===== src/rtl/sc_statemachine_move.sv =====
// Point-movement controller. A Moore FSM turns buttons into clear/load/shift
// commands, repeats a held direction, and locks on game end.
module sc_statemachine_move #(
  parameter int unsigned REPEAT_EN     = 1,
  parameter int unsigned REPEAT_DELAY  = 12500000,
  parameter int unsigned REPEAT_PERIOD = 6250000,
  parameter int unsigned MOVES_W       = 8
) (
  input  logic               SC_STATEMACHINEPOINT_CLOCK_50,
  input  logic               SC_STATEMACHINEPOINT_RESET_InHigh,
  input  logic               start_InLow,
  input  logic               up_InLow,
  input  logic               down_InLow,
  input  logic               left_InLow,
  input  logic               right_InLow,
  input  logic               topside_InLow,
  input  logic               bottomside_InLow,
  input  logic               leftside_InLow,
  input  logic               rightside_InLow,
  input  logic               gameover_In,
  input  logic               win_In,
  output logic               clear_OutLow,
  output logic               load0_OutLow,
  output logic               load1_OutLow,
  output logic [1:0]         shiftselection_Out,
  output logic [MOVES_W-1:0] moves_Out,
  output logic               locked_Out,
  output logic [3:0]         state_Out
);

  localparam logic [3:0] ST_RESET = 4'd0;
  localparam logic [3:0] ST_START = 4'd1;
  localparam logic [3:0] ST_CHECK = 4'd2;
  localparam logic [3:0] ST_INIT  = 4'd3;
  localparam logic [3:0] ST_UP    = 4'd4;
  localparam logic [3:0] ST_DOWN  = 4'd5;
  localparam logic [3:0] ST_LEFT  = 4'd6;
  localparam logic [3:0] ST_RIGHT = 4'd7;
  localparam logic [3:0] ST_HOLD  = 4'd8;
  localparam logic [3:0] ST_LOCK  = 4'd9;

  localparam int unsigned REPEAT_MAX = (REPEAT_DELAY > REPEAT_PERIOD) ? REPEAT_DELAY : REPEAT_PERIOD;
  localparam int unsigned CNT_W_RAW  = $clog2(REPEAT_MAX + 1);
  localparam int unsigned CNT_W      = (CNT_W_RAW < 1) ? 1 : CNT_W_RAW;
  localparam bit          REPEAT_ON  = (REPEAT_EN != 0);

  // The repeat fires on the cycle whose increment would reach the threshold,
  // so the compare is against threshold-1.
  localparam logic [CNT_W-1:0] DELAY_LAST  = CNT_W'(REPEAT_DELAY - 1);
  localparam logic [CNT_W-1:0] PERIOD_LAST = CNT_W'(REPEAT_PERIOD - 1);

  logic [3:0]         state;
  logic [3:0]         stateNext;
  logic [3:0]         lastDir;
  logic [CNT_W-1:0]   repeatCnt;
  logic               repeatLater;
  logic [MOVES_W-1:0] moves;

  logic       gameEnd;
  logic       allReleased;
  logic [3:0] dirKeys;
  logic       lastKeyAlone;
  logic       lastEdgeFree;
  logic       repeatDue;
  logic       repeatQualify;
  logic       enterMove;
  logic       inMove;

  assign gameEnd     = gameover_In | win_In;
  assign dirKeys     = {up_InLow, down_InLow, left_InLow, right_InLow};
  assign allReleased = start_InLow & (&dirKeys);
  assign inMove      = state inside {ST_UP, ST_DOWN, ST_LEFT, ST_RIGHT};
  assign enterMove   = stateNext inside {ST_UP, ST_DOWN, ST_LEFT, ST_RIGHT};
  assign repeatDue   = (repeatCnt == (repeatLater ? PERIOD_LAST : DELAY_LAST));

  always_comb begin
    lastKeyAlone = 1'b0;
    lastEdgeFree = 1'b0;
    case (lastDir)
      ST_UP: begin
        lastKeyAlone = (dirKeys == 4'b0111);
        lastEdgeFree = topside_InLow;
      end
      ST_DOWN: begin
        lastKeyAlone = (dirKeys == 4'b1011);
        lastEdgeFree = bottomside_InLow;
      end
      ST_LEFT: begin
        lastKeyAlone = (dirKeys == 4'b1101);
        lastEdgeFree = leftside_InLow;
      end
      ST_RIGHT: begin
        lastKeyAlone = (dirKeys == 4'b1110);
        lastEdgeFree = rightside_InLow;
      end
      default: ;
    endcase
    repeatQualify = REPEAT_ON & start_InLow & lastKeyAlone;
  end

  always_comb begin
    stateNext = state;
    if (state != ST_RESET && gameEnd) begin
      stateNext = ST_LOCK;
    end else begin
      case (state)
        ST_RESET: stateNext = ST_START;
        ST_START: stateNext = ST_CHECK;
        ST_CHECK: begin
          // A pressed direction blocked by its edge claims priority and is dropped.
          if (!start_InLow)      stateNext = ST_INIT;
          else if (!up_InLow)    stateNext = topside_InLow    ? ST_UP    : ST_CHECK;
          else if (!down_InLow)  stateNext = bottomside_InLow ? ST_DOWN  : ST_CHECK;
          else if (!left_InLow)  stateNext = leftside_InLow   ? ST_LEFT  : ST_CHECK;
          else if (!right_InLow) stateNext = rightside_InLow  ? ST_RIGHT : ST_CHECK;
          else                   stateNext = ST_CHECK;
        end
        ST_INIT, ST_UP, ST_DOWN, ST_LEFT, ST_RIGHT: stateNext = ST_HOLD;
        ST_HOLD: begin
          if (allReleased)                                   stateNext = ST_CHECK;
          else if (repeatQualify && repeatDue && lastEdgeFree) stateNext = lastDir;
          else                                               stateNext = ST_HOLD;
        end
        ST_LOCK: stateNext = start_InLow ? ST_LOCK : ST_INIT;
        default: stateNext = ST_CHECK;
      endcase
    end
  end

  always_ff @(posedge SC_STATEMACHINEPOINT_CLOCK_50 or posedge SC_STATEMACHINEPOINT_RESET_InHigh) begin
    if (SC_STATEMACHINEPOINT_RESET_InHigh) begin
      state       <= ST_RESET;
      moves       <= '0;
      repeatCnt   <= '0;
      repeatLater <= 1'b0;
      lastDir     <= ST_UP;
    end else begin
      state <= stateNext;

      if (state == ST_INIT)
        moves <= '0;
      else if (inMove && moves != '1)
        moves <= moves + 1'b1;

      if (enterMove) begin
        lastDir     <= stateNext;
        repeatCnt   <= '0;
        repeatLater <= (state == ST_HOLD);
      end else if (state == ST_HOLD) begin
        // A due repeat that is edge-blocked keeps its count and retries.
        if (!repeatQualify)
          repeatCnt <= '0;
        else if (!repeatDue)
          repeatCnt <= repeatCnt + 1'b1;
      end
    end
  end

  always_comb begin
    clear_OutLow       = 1'b1;
    load0_OutLow       = 1'b1;
    load1_OutLow       = 1'b1;
    shiftselection_Out = 2'b11;
    case (state)
      ST_INIT:  clear_OutLow       = 1'b0;
      ST_UP:    load0_OutLow       = 1'b0;
      ST_DOWN:  load1_OutLow       = 1'b0;
      ST_LEFT:  shiftselection_Out = 2'b01;
      ST_RIGHT: shiftselection_Out = 2'b10;
      default: ;
    endcase
  end

  assign moves_Out  = moves;
  assign locked_Out = (state == ST_LOCK);
  assign state_Out  = state;

endmodule


===== config.mk =====
export PLATFORM = sky130hd
export DESIGN_NAME = sc_statemachine_move
export DESIGN_NICKNAME = d
export VERILOG_FILES = /design/src/rtl/sc_statemachine_move.sv
export SDC_FILE = /design/constraint.sdc
export NUM_CORES = 1
export LEC_CHECK = 0
export CAP_MARGIN = 20
export CELL_PAD_IN_SITES_DETAIL_PLACEMENT = 0
export CELL_PAD_IN_SITES_GLOBAL_PLACEMENT = 2
export CORE_MARGIN = 2
export CORE_UTILIZATION = 33
export CTS_BUF_LIST = sky130_fd_sc_hd__clkbuf_2
export DETAILED_ROUTE_END_ITERATION = 10
export GPL_TIMING_DRIVEN = 0
export PLACE_DENSITY_LB_ADDON = 0.1
export SLEW_MARGIN = 20
export SYNTH_ARGS = -nofsm -noshare
export SYNTH_HDL_FRONTEND = slang
export SYNTH_SLANG_ARGS = --single-unit
export TNS_END_PERCENT = 100

===== constraint.sdc =====
create_clock -name SC_STATEMACHINEPOINT_CLOCK_50 -period 2.42 [get_ports SC_STATEMACHINEPOINT_CLOCK_50]
set_clock_uncertainty 0.2 [all_clocks]
set_input_delay 0.363 -clock SC_STATEMACHINEPOINT_CLOCK_50 [delete_from_list [all_inputs] [get_ports SC_STATEMACHINEPOINT_CLOCK_50]]
set_output_delay 0.363 -clock SC_STATEMACHINEPOINT_CLOCK_50 [all_outputs]
set_load 0.05 [all_outputs]

# Word level (Yosys, flattened, before mapping)
# Index checks and enable logic that the tools add are counted.
# totals
regBits	41
output_inout_bits	18
word_cells	73
# classes
add_sub_neg	2
eq_ne	23
muxes	27
bitwise_logic	3
n_reduce_logical	13
# op_table
operator	count
$mux W24	5
$eq A4 B3 Y1 const B	13
$mux W3	9
$add A24 B1 Y24 const B	1
$eq A24 B24 Y1	1
$eq A4 B4 Y1 const B	5
$pmux W4 S5	1
$mux W4	4
$mux W8	2
$reduce_bool A4 Y1	3
$add A8 B1 Y8 const B	1
$eq A4 B2 Y1 const B	2
$ne A8 B8 Y1 const B	1
$pmux W1 S4	2
$reduce_or A5 Y1	1
$logic_and A1 B1 Y1	4
$logic_not A4 Y1	1
$pmux W2 S2	1
$reduce_and A4 Y1	1
$reduce_bool A2 Y1	2
$mux W1	3
$ne A3 B2 Y1 const B	1
$and A1 B1 Y1	2
$reduce_and A2 Y1	1
$or A1 B1 Y1	1

# Longest topological paths before layout
# logic_depth
depth_word	13
ltp_mapped	9
mapped_depth_nobuf	7

# Least setup slack after synthesis
# Ideal clock, no wire load.
# synth_path
path_kind	register -> register
start	register state[3] (netlist: state_Out[3])
end	register repeatCnt[3]
setup_ps	126
t_arrival_ps	2356
t_required_ps	2094
setup_slack_ps	-262
path_stages_with_launch	9
path_buffers	2
cell_sequence	dfrtp_1 > and2b_1 > and2_1 > clkbuf_1 > o21ai_0 > or4_4 > o21ai_4 > buf_6 > a31oi_1
# synth_between
elab_chain_cells	8
# synth_lines
element	line_no	source
start: declaration	52	logic [3:0] state;
start signal: assignment	138	state <= stateNext;
$eq A4 B3 Y1 or $eq A4 B2 Y1 (tied branches)	106	case (state)
$reduce_or A5 Y1	106	
$pmux W4 S5	106	
$mux W4	103	if (state != ST_RESET && gameEnd) begin
$eq A4 B3 Y1	73	assign enterMove = stateNext inside {ST_UP, ST_DOWN, ST_LEFT, ST_RIGHT};
$reduce_bool A4 Y1	73	
$ne A3 B2 Y1 (no line) or $reduce_bool A2 Y1 (tied branches)	--	
$reduce_and A2 Y1 (no line)	--	
end signal: assignment	154	repeatCnt <= repeatCnt + 1'b1;
end: declaration	55	logic [CNT_W-1:0] repeatCnt;
# Parallel ways exist; a longest one is shown, timed or not.
# A chain may end at the register's enable or synchronous reset.

# Worst setup path in the final report
# layout_path
start	input port up_InLow
end	register repeatCnt[2]
# layout_between
elab_chain_cells	13
# layout_lines
element	line_no	source
start: declaration	12	input logic up_InLow,
$eq A4 B4 Y1, or another cell as far along	93	lastKeyAlone = (dirKeys == 4'b1110);
$pmux W1 S4	79	case (lastDir)
$and A1 B1 Y1	98	repeatQualify = REPEAT_ON & start_InLow & lastKeyAlone;
$logic_and A1 B1 Y1 (2 in a row)	121	else if (repeatQualify && repeatDue && lastEdgeFree) stateNext = lastDir;
$mux W4	121	
$mux W4	120	if (allReleased) stateNext = ST_CHECK;
$pmux W4 S5 *	106	
$mux W4 *	103	
named net stateNext[2]	53	logic [3:0] stateNext;
$eq A4 B3 Y1	73	
$reduce_bool A4 Y1 *	73	
$ne A3 B2 Y1 (no line) or $reduce_bool A2 Y1 (tied branches)	--	
$reduce_and A2 Y1 (no line)	--	
# Mark *: on every way through the listed nets, which the timed path passes. The rest lies on a longest branch. The select of a mux whose other input is x is not followed.

==> results.py <==
metrics = {
    "worst_setup_path": {
        "critPathMaxStageDelay_ps": 610,
        "crit_path_cell_trace": "clkdlybuf4s50_1 > nor4bb_2 > and2_4 > o21ai_1 > or4_4 > o21ai_4 > buf_6 > a21oi_2",
        "cp_max_fo": 10,
        "worst_setup_path_end_kind": "register",
        "cp.arrival_ps": 2670,
        "rr_startpoint": "lastDir[1]",
        "crit_buf_inv": 2,
        "critical_path.slowest_cell": "clkdlybuf4s50_1",
        "timing.rr.end": "repeatCnt[2]",
        "r2r_cells": 8,
        "rrSetupSlack_ps": -80,
        "worstSetupStartpoint": "up_InLow",
        "path_class": "input pin to register",
        "setup.worst_path.start_class": "input pin",
        "critPathTopFamily": "simple AND/OR/NAND/NOR gates",
        "critPathRequiredTime_ps": 2560,
    },
    "sta": {
        "tightest_slew_ps": 653,
        "relSlewSlack": 0.564,
        "fmax_ghz": 0.396,
        "finalSetupViolations": 26,
        "rsz0062_at_grt": "yes",
        "min_period_over_period": 1.04,
        "hold_viol_final": 0,
        "drv_slew": 0,
        "fin_crit_ps": 2530,
        "finalWorstSetupSlack_ps": -106,
    },
    "global_route": {
        "gr-total-overflow": 0,
        "grt_pass1_vias": 2461,
        "grt_pass1_wl_um": 12800,
        "track_usage": 0.180,
        "antenna_found_initial": 0,
        "grt_start_max_net_pins": 28,
    },
    "final_layout": {
        "drive_above_1_share": 0.259,
        "area_delta_synth_final_pct": 24.0,
        "stdcell_count": 464,
        "nNetsFinal": 373,
        "nFillCells": 875,
        "n_antenna_cell": 0,
    },
    "synth": {
        "async_flop_share": 1.00,
        "synth_flop_cell": "dfrtp_1",
        "yosysUniqueCellTypes": 64,
        "synth_cells": 310,
        "syn-num-nets": 325,
        "synthesis.area_um2": 2790,
        "synth_seq_cells": 41,
        "avgSynthCellArea_um2": 9.01,
        "synth_edf_count": 0,
        "synth-warning-count": 0,
        "ys_seq_area_frac": 0.368,
    },
    "die": {
        "coreArea_um2": 8220,
        "die_w_um": 96.0,
        "rows": 33,
        "floorplan.initialDensity": 0.340,
        "io-pin-count": 31,
        "dieArea_um2": 9220,
        "die_height_um": 96.0,
    },
    "routing": {
        "routedWlPerCell_um": 16.5,
        "vias": 2562,
        "wirelength_um": 7670,
        "viasPerCell": 5.52,
        "drc_errors": 0,
        "drtAntennaViolNets": 0,
        "firstDrtPassIters": 4,
        "first_iter_violations": 142,
    },
    "placement": {
        "dp_cells": 446,
        "hpwl_um": 5620,
        "dp_slack_ps": -683,
        "place_congestion": 0.782,
        "port_buffers": 30,
    },
    "worst_hold_path": {
        "hold_depth": 2,
        "hold_path_class": "register to register",
        "hold_end": "lastDir[3]",
        "hold_path_startpoint": "lastDir[3]",
    },
    "clock_network": {
        "clk_pin_slew_ps": 230,
        "numClockSinks": 41,
        "h-tree-depth": 2,
        "cts_tree": "done",
        "cts-root-buf": "clkbuf_2",
        "clk_latency_ps": 420,
        "cts_buffer_depth": 2,
        "cts_buffers": 5,
    },
    "run_status": {
        "violations": "setup timing",
        "outcome": "complete, but fails checks",
    },
    "pwr": {
        "fin_total_pwr_uw": 1340,
        "cellPowerDensity_nw_per_um2": 386,
        "leakage_uw": 0.00137,
        "vdd.ir_drop.worst_v": 0.000172,
    },
    "flow_run": {
        "cap_violations": 0,
    },
}
-- layout by cell type (no fill, tap or decap), types with 7 or more instances in the layout --
cell type        instances
xor2_1                   9
a21oi_1                  7
clkbuf_2                10
buf_2                    7
nor3_1                  13
and3_1                   8
a21oi_2                 15
clkdlybuf4s50_1         21
nor2_1                  20
dfrtp_1                 35
o21ai_0                 24
nand4_1                 10
nand3b_1                10
nand2_1                 22
buf_4                   10
nand3_1                 13
-- stage by stage --
stage                     hold WS (ps)  setup TNS, ps  utilization  area (µm²)
after CTS                          328          -2250        0.419        3450
after floorplan                    264           -817            -        2800
final                              319          -1970        0.422        3460
after global placement             292         -23840        0.393        3230
after global routing               359          -4440        0.422        3460
after detailed placement           297         -17840        0.396        3250
-- Yosys cell counts (3+ instances only) --
master    count  area [µm²]
nand3b_1     10        75.1
nor2_2        3        18.8
and4_1        3        26.3
nand2b_1      3        18.8
xor2_1        9        78.8
a21oi_2      15         131
and3_1        8        50.1
or3_1         4        25.0
nor4bb_1      3        30.0
nor3b_1       4        30.0
nor2b_1       3        18.8
nand3_1      14        70.1
o21ai_0      25         125
dfrtp_1      40        1000
a311oi_1      3        26.3
clkbuf_1     10        37.5
nand4_1      10        62.6
nor3_1       15        75.1
inv_1         6        22.5
a21oi_1       7        35.0
nand2_1      22        82.6
a31oi_1       5        31.3
nor2_1       23        86.3
and2_1        4        25.0
mux2_2        3        33.8
a211oi_1      6        45.0
-- layout make-up --
| class | instances | area (µm²) | area share |
|---|---|---|---|
| Inverter | 6 | 22.5 | 0.00650 |
| Multi-Input combinational cell | 248 | 1710 | 0.494 |
| Buffer | 13 | 98.8 | 0.0285 |
| Clock inverter | 3 | 46.3 | 0.0134 |
| Clock buffer | 5 | 25.0 | 0.00723 |
| Tap cell | 105 | 131 | 0.0379 |
| Timing Repair Buffer | 43 | 394 | 0.114 |
| Sequential cell | 41 | 1030 | 0.298 |
-- registers in the layout, indices dropped and copies added, names as in the netlist --
signal	count
repeatCnt	24
state_Out	4
repeatLater	1
moves_Out	8
lastDir	4
-- per-layer routing --
metal	vias up	share of wire	GRT usage
li1	1266	-	-
met1	1242	0.47	0.234
met2	48	0.48	0.313
met3	6	0.044	0.0321
met4	0	0.0085	0.0357
met5	-	0	0
-- worst reg2reg max path: stages (launching register included) --
cell and delay (ps):
dfrtp_1 420, clkbuf_8 160, nor4bb_2 310, and2_4 220
o21ai_1 110, or4_4 560, o21ai_4 200, buf_6 210
a21oi_2 50
-- timing repair --
item	4_1_cts	5_1_grt
endpoints found under the setup margin	32	37
endpoints found under the hold margin	14	0
buffers inserted	8	3
hold buffers	1	0
pin swaps	2	2
gates resized for setup	32	24
-- worst max path at each step --
stage / to / cells after the start
floorplan: repeatCnt[3] / 7
global placement: repeatCnt[3] / 8
detailed placement: repeatCnt[8] / 8
CTS: repeatCnt[3] / 7
global route: repeatCnt[12] / 8
finish: repeatCnt[2] / 8
-- power breakdown --
group / leakage (µW) / switching (µW) / internal (µW)
combinational: 0.000787 / 117 / 76.7
clock: 0.0000392 / 256 / 176
sequential: 0.000549 / 12.4 / 697
-- cell families (layout without fill, tap and decap cells) --
logic type,after synthesis,in the layout,share of synthesized area
multiplexers,6,6,0.0282
adder cells (fa/ha/maj),2,2,0.00896
buffers and inverters,21,70,0.0408
flip-flops,41,41,0.368
XOR/XNOR,10,10,0.0314
AO/OA/AOI/OAI,75,75,0.186
AND/OR/NAND/NOR,155,155,0.337
No activity file was read; power rests on OpenSTA's default activity.
